**config.mk**
```make
export PLATFORM = sky130hd
export DESIGN_NAME = uart_rx_frame_flat
export DESIGN_NICKNAME = d
export VERILOG_FILES = /design/src/rtl/uart_rx_frame_if.sv /design/src/rtl/uart_rx_frame.sv /design/src/flat_wrapper.sv
export SDC_FILE = /design/constraint.sdc
export NUM_CORES = 1
export LEC_CHECK = 0
export BUFFER_PORTS_ARGS = -buffer_cell sky130_fd_sc_hd__buf_2
export CORE_MARGIN = 2
export CORE_UTILIZATION = 35
export DETAILED_ROUTE_END_ITERATION = 8
export RECOVER_POWER = 100
export SETUP_SLACK_MARGIN = 0.2
export SKIP_LAST_GASP = 1
export SLEW_MARGIN = 20
export SYNTH_ARGS = -nofsm -noshare
export SYNTH_HDL_FRONTEND = slang
export SYNTH_SLANG_ARGS = --single-unit
```
**constraint.sdc**
```tcl
create_clock -name i_Clock -period 2.3 [get_ports i_Clock]
set_input_delay 0.115 -clock i_Clock [delete_from_list [all_inputs] [get_ports i_Clock]]
set_output_delay 0.115 -clock i_Clock [all_outputs]
set_load 0.02 [all_outputs]
```
**src/rtl/uart_rx_frame_if.sv**
```systemverilog
// Valid/ready frame handshake between uart_rx_frame (master) and its consumer (slave).
// DATA_BITS must match the receiver's DATA_BITS parameter.
interface uart_rx_frame_if #(
   parameter int DATA_BITS = 8
);
   logic                 o_Rx_Valid;
   logic                 i_Rx_Ready;
   logic [DATA_BITS-1:0] o_Rx_Data;
   logic                 o_Parity_Err;
   logic                 o_Frame_Err;
   logic                 o_Overrun;

   modport master (
      output o_Rx_Valid, o_Rx_Data, o_Parity_Err, o_Frame_Err, o_Overrun,
      input  i_Rx_Ready
   );

   modport slave (
      input  o_Rx_Valid, o_Rx_Data, o_Parity_Err, o_Frame_Err, o_Overrun,
      output i_Rx_Ready
   );
endinterface

```
**src/rtl/uart_rx_frame.sv**
```systemverilog
// Parametrised UART receiver: 5..9 data bits, none/odd/even parity, 1 or 2 stop bits,
// 3-sample majority per bit, one-entry valid/ready output buffer with sticky overrun.
module uart_rx_frame #(
   parameter int CLKS_PER_BIT = 434,
   parameter int DATA_BITS    = 8,
   parameter int PARITY       = 0,
   parameter int STOP_BITS    = 1,
   parameter int CNT_W        = 18
) (
   input  logic           i_Clock,
   input  logic           reset,
   input  logic           receive,
   input  logic           i_Rx_Serial,
   output logic           o_Busy,
   uart_rx_frame_if.master bus
);

   localparam logic [2:0] ST_IDLE   = 3'd0;
   localparam logic [2:0] ST_START  = 3'd1;
   localparam logic [2:0] ST_DATA   = 3'd2;
   localparam logic [2:0] ST_PARITY = 3'd3;
   localparam logic [2:0] ST_STOP   = 3'd4;
   localparam logic [2:0] ST_DONE   = 3'd5;

   localparam int              MID        = CLKS_PER_BIT / 2;
   localparam logic [CNT_W-1:0] CNT_LAST   = CNT_W'(CLKS_PER_BIT - 1);
   localparam logic [CNT_W-1:0] CNT_MID    = CNT_W'(MID);
   localparam logic [CNT_W-1:0] CNT_MID_M1 = CNT_W'(MID - 1);
   localparam logic [CNT_W-1:0] CNT_MID_M2 = CNT_W'(MID - 2);
   localparam logic [3:0]       DATA_LAST  = 4'(DATA_BITS - 1);
   localparam logic [3:0]       STOP_LAST  = 4'(STOP_BITS - 1);
   localparam logic             PAR_ODD    = (PARITY == 1);

   logic                 rx_meta, rx;
   logic [2:0]           state;
   logic [CNT_W-1:0]     cnt;
   logic [3:0]           bit_idx;
   logic                 samp_a, samp_b;
   logic [DATA_BITS-1:0] shift;
   logic                 par_err, frame_err;
   logic                 armed;
   logic                 maj, at_sample, at_last;

   assign maj       = (samp_a & samp_b) | (samp_a & rx) | (samp_b & rx);
   assign at_sample = (cnt == CNT_MID);
   assign at_last   = (cnt == CNT_LAST);
   assign o_Busy    = (state != ST_IDLE);

   // Both stages reset high so a reset never looks like a start edge.
   always_ff @(posedge i_Clock) begin
      if (reset) begin
         rx_meta <= 1'b1;
         rx      <= 1'b1;
      end else begin
         rx_meta <= i_Rx_Serial;
         rx      <= rx_meta;
      end
   end

   // NOTE: sequential state uses <= only, so every register sees pre-edge values of the others.
   always_ff @(posedge i_Clock) begin
      if (reset) begin
         state     <= ST_IDLE;
         cnt       <= '0;
         bit_idx   <= '0;
         samp_a    <= 1'b0;
         samp_b    <= 1'b0;
         shift     <= '0;
         par_err   <= 1'b0;
         frame_err <= 1'b0;
         armed     <= 1'b0;
      end else begin
         if (cnt == CNT_MID_M2) samp_a <= rx;
         if (cnt == CNT_MID_M1) samp_b <= rx;
         if (state != ST_IDLE) cnt <= at_last ? '0 : cnt + CNT_W'(1);

         case (state)
            ST_IDLE: begin
               cnt     <= '0;
               bit_idx <= '0;
               // A start is only accepted after the line has been seen high, so a held break cannot retrigger.
               if (rx) begin
                  armed <= 1'b1;
               end else if (armed && receive) begin
                  state     <= ST_START;
                  armed     <= 1'b0;
                  par_err   <= 1'b0;
                  frame_err <= 1'b0;
               end
            end
            ST_START: begin
               if (at_sample && maj) begin
                  state <= ST_IDLE;
                  cnt   <= '0;
               end else if (at_last) begin
                  state <= ST_DATA;
               end
            end
            ST_DATA: begin
               if (at_sample) shift <= {maj, shift[DATA_BITS-1:1]};
               if (at_last) begin
                  if (bit_idx == DATA_LAST) begin
                     bit_idx <= '0;
                     state   <= (PARITY != 0) ? ST_PARITY : ST_STOP;
                  end else begin
                     bit_idx <= bit_idx + 4'd1;
                  end
               end
            end
            ST_PARITY: begin
               if (at_sample) par_err <= (^shift ^ maj) ^ PAR_ODD;
               if (at_last) state <= ST_STOP;
            end
            ST_STOP: begin
               // The last stop bit ends at its sample point so a following start edge is not missed.
               if (at_sample) begin
                  if (!maj) frame_err <= 1'b1;
                  if (bit_idx == STOP_LAST) begin
                     state <= ST_DONE;
                     cnt   <= '0;
                  end
               end else if (at_last) begin
                  bit_idx <= bit_idx + 4'd1;
               end
            end
            ST_DONE: begin
               state   <= ST_IDLE;
               cnt     <= '0;
               bit_idx <= '0;
            end
            default: state <= ST_IDLE;
         endcase
      end
   end

   logic accept, load_try;
   assign accept   = bus.o_Rx_Valid & bus.i_Rx_Ready;
   assign load_try = (state == ST_DONE);

   always_ff @(posedge i_Clock) begin
      if (reset) begin
         bus.o_Rx_Valid   <= 1'b0;
         bus.o_Rx_Data    <= '0;
         bus.o_Parity_Err <= 1'b0;
         bus.o_Frame_Err  <= 1'b0;
         bus.o_Overrun    <= 1'b0;
      end else if (load_try && (!bus.o_Rx_Valid || accept)) begin
         bus.o_Rx_Valid   <= 1'b1;
         bus.o_Rx_Data    <= shift;
         bus.o_Parity_Err <= par_err;
         bus.o_Frame_Err  <= frame_err;
         if (accept) bus.o_Overrun <= 1'b0;
      end else if (load_try) begin
         bus.o_Overrun <= 1'b1;
      end else if (accept) begin
         bus.o_Rx_Valid <= 1'b0;
         bus.o_Overrun  <= 1'b0;
      end
   end

endmodule

```
**src/flat_wrapper.sv**
```systemverilog
// flat-port wrapper written by rule: the top's interface ports become plain ports
module uart_rx_frame_flat 
#(
   parameter int CLKS_PER_BIT = 434,
   parameter int DATA_BITS    = 8,
   parameter int PARITY       = 0,
   parameter int STOP_BITS    = 1,
   parameter int CNT_W        = 18
)
  (i_Clock, reset, receive, i_Rx_Serial, o_Busy, bus_o_Rx_Valid, bus_o_Rx_Data, bus_o_Parity_Err, bus_o_Frame_Err, bus_o_Overrun, bus_i_Rx_Ready);
  uart_rx_frame_if #(.DATA_BITS(DATA_BITS)) bus_i ();
  input  logic i_Clock;
  input  logic reset;
  input  logic receive;
  input  logic i_Rx_Serial;
  output logic o_Busy;
  output wire logic [$bits(bus_i.o_Rx_Valid)-1:0] bus_o_Rx_Valid;
  output wire logic [$bits(bus_i.o_Rx_Data)-1:0] bus_o_Rx_Data;
  output wire logic [$bits(bus_i.o_Parity_Err)-1:0] bus_o_Parity_Err;
  output wire logic [$bits(bus_i.o_Frame_Err)-1:0] bus_o_Frame_Err;
  output wire logic [$bits(bus_i.o_Overrun)-1:0] bus_o_Overrun;
  input wire logic [$bits(bus_i.i_Rx_Ready)-1:0] bus_i_Rx_Ready;
  assign bus_o_Rx_Valid = bus_i.o_Rx_Valid;
  assign bus_o_Rx_Data = bus_i.o_Rx_Data;
  assign bus_o_Parity_Err = bus_i.o_Parity_Err;
  assign bus_o_Frame_Err = bus_i.o_Frame_Err;
  assign bus_o_Overrun = bus_i.o_Overrun;
  assign bus_i.i_Rx_Ready = bus_i_Rx_Ready;
  uart_rx_frame #(.CLKS_PER_BIT(CLKS_PER_BIT), .DATA_BITS(DATA_BITS), .PARITY(PARITY), .STOP_BITS(STOP_BITS), .CNT_W(CNT_W)) u_core (.i_Clock(i_Clock), .reset(reset), .receive(receive), .i_Rx_Serial(i_Rx_Serial), .o_Busy(o_Busy), .bus(bus_i));
endmodule
```
==> results.md, run 1 <==
* Outcome: completed
* Ys flop type: dfxtp_1
* Die H at 90.17 um
* Startpoint Class: flop
* PwrDens at 497.0 nW/um^2
* Adder-Cell Fraction of Synth Area at 2.792%
* Vias per std cell at 5.098
* Synth Warn # at 0
* Fillers at 740
* Synth Area in Simple Gates at 28.79%
* Iteration-0 DRC Markers at 139
* DRC at 0
* # diodes at 0
* Slew HR at 35.71%
* Vias in the first global route at 1929
* Cells after Synth at 280
* Clock Sinks at 52
* Routed WL at 5524 um
* Synthesis-to-finish area growth at 18.87%
* Final core occ at 42.82%
* Die X at 90.17 um
* Ranking of synthesized cells by area: dfxtp_1, mux2i_1, nor2_1
* FF+latch count, synth at 52
* Sequential element share of the synthesized area at 40.06%
* FMAX at 467.7 MHz
* Worst-Skew Late Latency at 0.32 ns
* Post-synth EDFFs at 0
* Total number of vias at 2126
* CTS tree: built
* Area post-placement at 2888 um^2
* Setup-failing EPs final at 0
* Async set or reset register ratio after synthesis at 0%
* Layout cells sized above 1 at 16.35%
* Row Count at 31
* Fin Setup TNS at 0 ns
* Critical path required time at 2.46 ns
* Post-synth top area share at 40.06%
* Root Driver: clkbuf_8
* Worst Hold Class: input port to flop
* Routability cong. at 0.8090
* Pleak at 1.149 nW
* CTS buffer count at 5
* Synthesized area at 2599 um^2
* Arrival time worst endpoint at 2.30 ns
* Final critical-path share of the clock period at 92.97%
* Initial Util at 36.02%
* Crit. End Element: flop
* Peak VDD IR at 0.2781 mV
* Setup CP Type: flop to flop
* Nets at 327
* I/O pins at 18
* IO Port Bufs at 17
* Min cycle time layout at 2.138 ns
* CP max FO at 4
* Endpoints failing hold at 0
* Syn_nets at 290
* H-tree Lvls at 2
* Pre-CTS WS at 0.2187 ns
* Compound-Gate Fraction of Synth Area at 6.981%
* Cell with the most instances after synthesis: dfxtp_1
* Avg WL per Cell at 13.25 um
* DRT Pass-1 Iters at 4
* Initial antenna violation count at 0
* Leading area contributor after synthesis: dfxtp_1
* Multi-input gate area at 1489 um^2
* PnR worst setup slack at 0.1617 ns
* Global-route wire length before repair at 9273 um
* CORE AREA at 7214 um^2
* Congestion Overflow GR at 0
* Clock skew at 0.01636 ns
* Syn avg cell area at 9.281 um^2
* Die area at 8131 um^2
* Final Cell Area at 3089 um^2
* Total of max-cap violations at 0
* Final HPWL DP at 3826 um
* Sequential cell area at 1045 um^2
* CTS Buffer Depth at 2
* Post-route ant nets at 0
* Clock slew at reported path FFs at 0.11 ns
* RSZ-0062 raised after global routing: true
* Global-route usage over all layers at 13.77%
* Synth Area in XOR/XNOR at 8.089%
* Multiplexer share of the synthesized area at 9.629%
* Max Slew Vio Count at 0
* Library cells used by synthesis at 45
* Largest net degree at the start of global routing at 25
* Commonest cells post-synth: dfxtp_1, nor2_1, mux2i_1, xor2_1, nand2_1
* Slew @ Worst Pin at 0.9643 ns
* Main combinational cell family by area after synthesis: simple AND/OR/NAND/NOR gates
## state kept, by name, summed over array words and instances, names as in the netlist, 3 cells and up
name / flops
u_core.shift: 8
u_core.bit_idx: 4
u_core.cnt: 18
u_core.bus.o_Rx_Data: 8
u_core.state: 3
## critical path: stages (launching register included)
cell and delay [ns]:
dfxtp_1 0.33, or4_1 0.59, nor4_4 0.30, nand3_2 0.16
a211oi_4 0.26, buf_6 0.17, clkbuf_16 0.14, nor4_1 0.04
## final timing paths
kind	start	endpoint	slack [ns]	cells after the start
min	receive	u_core.armed$_SDFFE_PP0P_	0.13	4
max	u_core.cnt[2]$_SDFF_PP0_	u_core.cnt[4]$_SDFF_PP0_	0.16	7
min reg2reg	u_core.rx_meta$_SDFF_PP1_	u_core.rx$_SDFF_PP1_	0.42	1
max reg2reg	u_core.cnt[2]$_SDFF_PP0_	u_core.cnt[4]$_SDFF_PP0_	0.16	7
## power by group
group / leakage (nW) / internal [mW] / switching, mW
clock network: 0.0511 / 0.231 / 0.347
logic: 0.678 / 0.0203 / 0.0325
registers: 0.420 / 0.902 / 0.00287
## stage by stage
stage	total power, mW	hold slack, ns	cells
floorplan	0.9572	0.2155	280
global placement	0.9729	0.3037	399
detailed placement	0.9730	0.3016	399
CTS	1.553	0.1175	409
global route	1.598	0.1321	417
finish	1.535	0.1272	417
## layer usage
layer,share of wire [%],track usage (%),vias to the layer above
li1,-,-,1070
met4,1.7,5.128,0
met1,51,19.46,1015
met5,0,0,-
met2,44,20.93,32
met3,2.9,2.515,9
## repair_timing
action / in CTS / in global routing
hold endpoints to repair: 2 / 0
buffers inserted: 0 / 5
hold buffers: 2 / 0
endpoints found under the setup margin: 0 / 27
gates resized for setup: 0 / 9
## layout by cell type, fill, tap and decap left out, drive strengths merged, types with 6 or more instances in the layout
cell and count:
a211oi 6, nand4 8, clkbuf 27, nand3 13, buf 19, xor2 14, nand2 13, mux2i 25
nor4 13, dfxtp 52, xnor2 10, a21oi 6, nor3 16, inv 12, nor2 37
## final cells by class
cell class / instances / area share, %
Multi-Input combinational cell: 206 / 48.20
Timing Repair Buffer: 43 / 9.721
Inverter: 9 / 1.094
Clock buffer: 5 / 2.228
Sequential cell: 52 / 33.82
Tap cell: 99 / 4.010
Clock inverter: 3 / 0.9316
## cells by family (layout without fill, tap and decap cells)
| group | Yosys count | in the layout |
|---|---|---|
| fa+ha+maj | 6 | 6 |
| buf+inv | 22 | 60 |
| flops | 52 | 52 |
| simple gates | 127 | 127 |
| mux | 25 | 25 |
| compound gates | 24 | 24 |
| xor+xnor | 24 | 24 |
No activity file was read; power rests on OpenSTA's default activity.
==> run 2, diff against run 1 <==
CELL_PAD_IN_SITES_DETAIL_PLACEMENT = 1   (was default)
CELL_PAD_IN_SITES_GLOBAL_PLACEMENT = 1   (was default)
MAX_ROUTING_LAYER = met4   (was default)
PLACE_DENSITY = 0.63   (was default)
==> run 2 against run 1 <==
Effect of this change: the flow now finishes with violations (max-capacitance violations, max-slew violations); final cell count shrank 0.48%; final area fell by 0.12%; critical path depth did not move; die area unchanged; via count about the same; non-clock buffer count down 2; clock skew decreased by 0.0049 ns; flip-flop and latch count is the same; register-to-register slack hardly changed; first-iteration DRC count down 38%; combinational power shrank 3%; critical endpoint is now u_core.cnt[5]$_SDFF_PP0_; largest power group unchanged; highest routed layer unchanged.
==> results.md, run 2 (same netlist as run 1, synthesis figures left out) <==
* Row Count at 31 (unchanged)
* Critical path required time at 2.43 ns (was 2.46 ns)
* Final Cell Area at 3085 um^2 (was 3089 um^2)
* Met2 Use GR at 26.94% (was 20.93%)
* Die X at 90.17 um (unchanged)
* Clock skew at 0.01147 ns (was 0.01636 ns)
* CP max stage delay at 0.56 ns (was 0.59 ns)
* Largest registers: u_core.cnt (18), u_core.bus.o_Rx_Data (8), u_core.shift (8) (unchanged)
* Final core occ at 42.77% (was 42.82%)
* IO Port Bufs at 17 (unchanged)
* CTS Buffer Depth at 2 (unchanged)
* CORE AREA at 7214 um^2 (unchanged)
* Congestion Overflow GR at 0 (unchanged)
* Global-route usage over all layers at 16.54% (was 13.77%)
* Nets at 325 (was 327)
* Clock slew at reported path FFs at 0.09 ns (was 0.11 ns)
* Arrival time worst endpoint at 2.26 ns (was 2.30 ns)
* Slowest cell on crit path: or4_4 (was or4_1)
* Setup-failing EPs final at 0 (unchanged)
* PwrDens at 516.1 nW/um^2 (was 497.0 nW/um^2)
* Synthesis-to-finish area growth at 18.73% (was 18.87%)
* DRT Pass-1 Iters at 4 (unchanged)
* Worst Hold Class: input port to flop (unchanged)
* Avg WL per Cell at 14.87 um (was 13.25 um)
* Met1 GRT Util at 21.41% (was 19.46%)
* Final HPWL DP at 4364 um (was 3826 um)
* Min cycle time layout at 2.134 ns (was 2.138 ns)
* Fin Setup TNS at 0 ns (unchanged)
* Initial Util at 36.02% (unchanged)
* Outcome: complete, but fails checks (was completed)
* DRC at 0 (unchanged)
* Setup CP Type: flop to flop (unchanged)
* Worst-Skew Late Latency at 0.31 ns (was 0.32 ns)
* Vias in the first global route at 2164 (was 1929)
* Area post-placement at 2903 um^2 (was 2888 um^2)
* Total Power at 1.592 mW (was 1.535 mW)
* Initial antenna violation count at 0 (unchanged)
* Die H at 90.17 um (unchanged)
* Routability cong. at 0.7943 (was 0.8090)
* CTS buffer count at 5 (unchanged)
* Commonest cells after routing, fill and taps aside: dfxtp_1, nor2_1, mux2i_1 (unchanged)
* Global-route wire length before repair at 10760 um (was 9273 um)
* Violated checks: max-capacitance violations, max-slew violations
* Slew @ Worst Pin at 1.558 ns (was 0.9643 ns)
* R2R setup slack at 0.17 ns (was 0.16 ns)
* Post-route ant nets at 0 (unchanged)
* Total of max-cap violations at 1 (was 0)
* Pleak at 1.150 nW (was 1.149 nW)
* H-tree Lvls at 2 (unchanged)
* RSZ-0062 raised after global routing: true (unchanged)
* Max Slew Vio Count at 32 (was 0)
* Layout cells sized above 1 at 18.35% (was 16.35%)
* CP max FO at 9 (was 4)
* Total number of vias at 2125 (was 2126)
* Slew HR at -3.884% (was 35.71%)
* Final critical-path share of the clock period at 92.79% (was 92.97%)
* Commonest non-fill, non-tap cell in the layout: dfxtp_1 (unchanged)
* I/O pins at 18 (unchanged)
* Vias per std cell at 5.120 (was 5.098)
* Die area at 8131 um^2 (unchanged)
* # diodes at 0 (unchanged)
* Largest register FFs at 18 (unchanged)
* GRT busiest layer: met2 (unchanged)
* Root Driver: clkbuf_8 (unchanged)
* Critical path cell sequence: or4_4 -> nor4_4 -> nand3_2 -> a211oi_4 -> buf_6 -> buf_12 -> nor4_1 (was or4_1 -> nor4_4 -> nand3_2 -> a211oi_4 -> buf_6 -> clkbuf_16 -> nor4_1)
* Iteration-0 DRC Markers at 86 (was 139)
* Peak VDD IR at 0.3014 mV (was 0.2781 mV)
* Crit. End Element: flop (unchanged)
* Largest net degree at the start of global routing at 32 (was 25)
* Clock Sinks at 52 (unchanged)
* Routed WL at 6173 um (was 5524 um)
* Largest register by flop count: u_core.cnt (unchanged)
* CTS tree: built (unchanged)
* GR Util met3 at 2.096% (was 2.515%)
* Startpoint Class: flop (unchanged)
* FMAX at 468.6 MHz (was 467.7 MHz)
* Endpoints failing hold at 0 (unchanged)
run 2: cell types whose count changed in the layout (fill, tap and decap cells not counted), moves of 2 or more:
cell / change
nor3_4: -2
clkbuf_1: -6
clkbuf_2: +2
buf_4: +2
nor4_1: -2
clkbuf_16: -2
inv_6: -2
nor4_2: +2
nor3_2: +2
run 2: final cells by class:
cell class,instances,area [um^2]
Fill cell,866,4129
Multi-Input combinational cell,206,1490
Sequential cell,52,1045
Timing Repair Buffer,41,281.5
Tap cell,99,123.9
Clock buffer,5,68.82
Clock inverter,3,42.54
Inverter,9,33.78
run 2: worst paths after layout:
kind	start	endpoint	cells past startpoint
worst min register to register	u_core.rx_meta$_SDFF_PP1_	u_core.rx$_SDFF_PP1_	1
worst max-delay path	u_core.cnt[15]$_SDFF_PP0_	u_core.cnt[5]$_SDFF_PP0_	7
worst max register to register	u_core.cnt[15]$_SDFF_PP0_	u_core.cnt[5]$_SDFF_PP0_	7
worst min-delay path	receive	u_core.armed$_SDFFE_PP0P_	4
run 2: per-stage QoR:
stage               std cells  hold WS [ns]  setup WS (ns)
CTS                       414        0.1279         0.2049
floorplan                 280        0.2155         0.2009
global placement          401        0.2975         0.2044
finish                    415        0.1322         0.1658
global route              415        0.1631        0.03628
detailed placement        401        0.3005         0.1646
run 2: power breakdown:
group / internal [mW] / total (mW) / switching (mW)
clock network: 0.322 / 0.637 / 0.314
registers: 0.902 / 0.904 / 0.00219
logic: 0.0187 / 0.0514 / 0.0327
run 2: timing repair:
action,CTS,global route
hold buffers,2,0
gates cloned,1,0
hold endpoints to repair,2,0
setup buffers,2,1
endpoints found under the setup margin,23,27
gates resized for setup,4,3
run 2: critical path: cells and delay by family (launching register included):
kind	cells	cell delay [ns]
DFF	1	0.35
buffers and inverters	2	0.29
AOI/OAI and AO/OA	1	0.22
and+or+nand+nor	4	1.09
run 2: per-layer routing:
layer	vias up	routed length (um)
met5	-	0
met4	0	78
met3	6	158
met2	24	3007
met1	1029	2928
li1	1066	-
==> run 3, diff against run 2 <==
PLACE_DENSITY = default   (was 0.63)
PLACE_DENSITY_LB_ADDON = 0.1   (was default)
==> run 3 against run 2 <==
Effect of this change: clock skew decreased by 0.0027 ns; die area unchanged; the flow now finishes without violations; sequential power about the same; fmax rose by 2.9%; combinational power fell by 11%; clock power decreased by 8.9%; critical endpoint is now u_core.shift[0]$_SDFFE_PP0P_; highest routed layer unchanged; sequential share of layout area up 1.5 points; routed wire length shrank 0.16%; worst hold slack lost 0.0092 ns.
==> results.md, run 3 (same netlist as run 1, synthesis figures left out) <==
* Final critical-path share of the clock period at 90.17% (was 92.79%)
* Root Driver: clkbuf_8 (unchanged)
* Critical path required time at 2.46 ns (was 2.43 ns)
* Avg WL per Cell at 15.00 um (was 14.87 um)
* Final HPWL DP at 4499 um (was 4364 um)
* # diodes at 0 (unchanged)
* Worst Hold Class: input port to flop (unchanged)
* Largest register FFs at 18 (unchanged)
* Routed WL at 6163 um (was 6173 um)
* Outcome: completed (was complete, but fails checks)
* CP max FO at 8 (was 9)
* Post-route ant nets at 0 (unchanged)
* Congestion Overflow GR at 0 (unchanged)
* Multi-input gate area at 1433 um^2 (was 1490 um^2)
* Clock slew at reported path FFs at 0.10 ns (was 0.09 ns)
* Slew HR at 17.21% (was -3.884%)
* Crit. End Element: flop (unchanged)
* Commonest non-fill, non-tap cell in the layout: dfxtp_1 (unchanged)
* Commonest cells after routing, fill and taps aside: dfxtp_1, nor2_1, mux2i_1 (unchanged)
* Largest registers: u_core.cnt (18), u_core.bus.o_Rx_Data (8), u_core.shift (8) (unchanged)
* Fin cells at 411 (was 415)
* Pre-CTS WS at 0.2001 ns (was 0.1646 ns)
* Startpoint Class: flop (unchanged)
* CTS Buffer Depth at 2 (unchanged)
* PnR worst setup slack at 0.2262 ns (was 0.1658 ns)
* Global-route usage over all layers at 16.53% (was 16.54%)
* Worst Setup SP: u_core.cnt[15]$_SDFF_PP0_ (unchanged)
* Pleak at 1.091 nW (was 1.150 nW)
* H-tree Lvls at 2 (unchanged)
* PwrDens at 519.5 nW/um^2 (was 516.1 nW/um^2)
* Total number of vias at 2117 (was 2125)
* Routability cong. at 0.7996 (was 0.7943)
* Die H at 90.17 um (unchanged)
* Global-route wire length before repair at 10810 um (was 10760 um)
* FMAX at 482.2 MHz (was 468.6 MHz)
* HP Start: receive (unchanged)
* Initial Util at 36.02% (unchanged)
* Setup Fix Bufs, Post-CTS at 0 (was 2)
* Die X at 90.17 um (unchanged)
* Arrival time worst endpoint at 2.23 ns (was 2.26 ns)
* Iteration-0 DRC Markers at 81 (was 86)
* IO Port Bufs at 17 (unchanged)
* Largest register by flop count: u_core.cnt (unchanged)
* Setup CP Type: flop to flop (unchanged)
* Clock Sinks at 52 (unchanged)
* CORE AREA at 7214 um^2 (unchanged)
* Initial antenna violation count at 0 (unchanged)
* Slew @ Worst Pin at 1.242 ns (was 1.558 ns)
* Fin Setup TNS at 0 ns (unchanged)
* Final hold slack at 0.1230 ns (was 0.1322 ns)
* Clock skew at 0.008769 ns (was 0.01147 ns)
* Endpoints failing hold at 0 (unchanged)
* DRT Pass-1 Iters at 4 (unchanged)
* Nets at 321 (was 325)
* Setup-failing EPs final at 0 (unchanged)
* Layout cells sized above 1 at 11.54% (was 18.35%)
* Reg2reg start: u_core.cnt[15]$_SDFF_PP0_ (unchanged)
* Largest net degree at the start of global routing at 29 (was 32)
* CTS tree: built (unchanged)
* Sequential cell area at 1041 um^2 (was 1045 um^2)
* Die area at 8131 um^2 (unchanged)
* RSZ-0062 raised after global routing: true (unchanged)
* Vias per std cell at 5.151 (was 5.120)
* CTS buffer count at 5 (unchanged)
* Vias in the first global route at 2199 (was 2164)
* Max Slew Vio Count at 0 (was 32)
* Fillers at 886 (was 866)
* Peak VDD IR at 0.2015 mV (was 0.3014 mV)
* DRC at 0 (unchanged)
* # placed instances at 401 (unchanged)
* Min cycle time layout at 2.074 ns (was 2.134 ns)
* Row Count at 31 (unchanged)
* Synthesis-to-finish area growth at 13.43% (was 18.73%)
* I/O pins at 18 (unchanged)
* Worst-Skew Late Latency at 0.31 ns (about the same)
* Total of max-cap violations at 0 (was 1)
==> run 3: cell types whose count changed in the layout (fill, tap and decap cells not counted), sizes merged <==
cell / before / now
buf: 22 / 16
clkbuf: 22 / 25
clkinv: 1 / 0
inv: 9 / 11
clkinvlp: 1 / 0
bufinv: 1 / 0
==> run 3: path summary, 6_finish.rpt <==
check	to	slack, ns	cells past startpoint
worst max register to register	u_core.shift[0]$_SDFFE_PP0P_	0.23	5
worst min register to register	u_core.rx$_SDFF_PP1_	0.43	1
worst max-delay path	u_core.shift[0]$_SDFFE_PP0P_	0.23	5
worst min-delay path	u_core.armed$_SDFFE_PP0P_	0.12	4
==> run 3: cell type report <==
| type | instances | area share, % |
|---|---|---|
| multi-input combinational | 206 | 48.60 |
| timing repair buffer | 37 | 7.343 |
| clock inverter | 2 | 0.5942 |
| clock buffer | 6 | 2.801 |
| inverter | 9 | 1.146 |
| tap | 99 | 4.202 |
| sequential | 52 | 35.31 |
==> run 3: metrics by stage <==
stage          area, um^2  power [mW]  util [%]
2_1_floorplan        2608      0.9572         -
3_3_place_gp         2903      0.9741     40.24
3_5_place_dp         2903      0.9743     40.24
4_1_cts              3023       1.568     41.90
5_1_grt              2948       1.603     40.86
6_report             2948       1.531     40.86
==> run 3: what timing repair did <==
item	in CTS	in global routing
endpoints found under the setup margin	1	27
hold endpoints to repair	2	0
gates resized for setup	0	2
hold buffers	2	0
pin swaps	0	1
==> run 3: layer usage <==
metal / GRT usage [%] / up-vias / share of wire [%]
met2: 26.57 / 19 / 46
met1: 21.71 / 1033 / 51
met3: 2.766 / 9 / 1.9
li1: - / 1056 / -
met4: 4.359 / 0 / 1.6
met5: - / - / 0
==> run 3: report_power, final <==
part | total (mW) | leakage [nW] | internal, mW | switching [mW]
Combinational | 0.0455 | 0.619 | 0.0164 | 0.0291
Clock | 0.580 | 0.0522 | 0.253 | 0.327
Sequential | 0.906 | 0.420 | 0.903 | 0.00305
Total | 1.53 | 1.09 | 1.17 | 0.359
==> run 3: critical path: stages (launching register included) <==
cell,delay (ns)
dfxtp_1,0.38
or4_4,0.57
nor4_4,0.29
nand4_2,0.36
mux2i_1,0.27
nor2_1,0.06
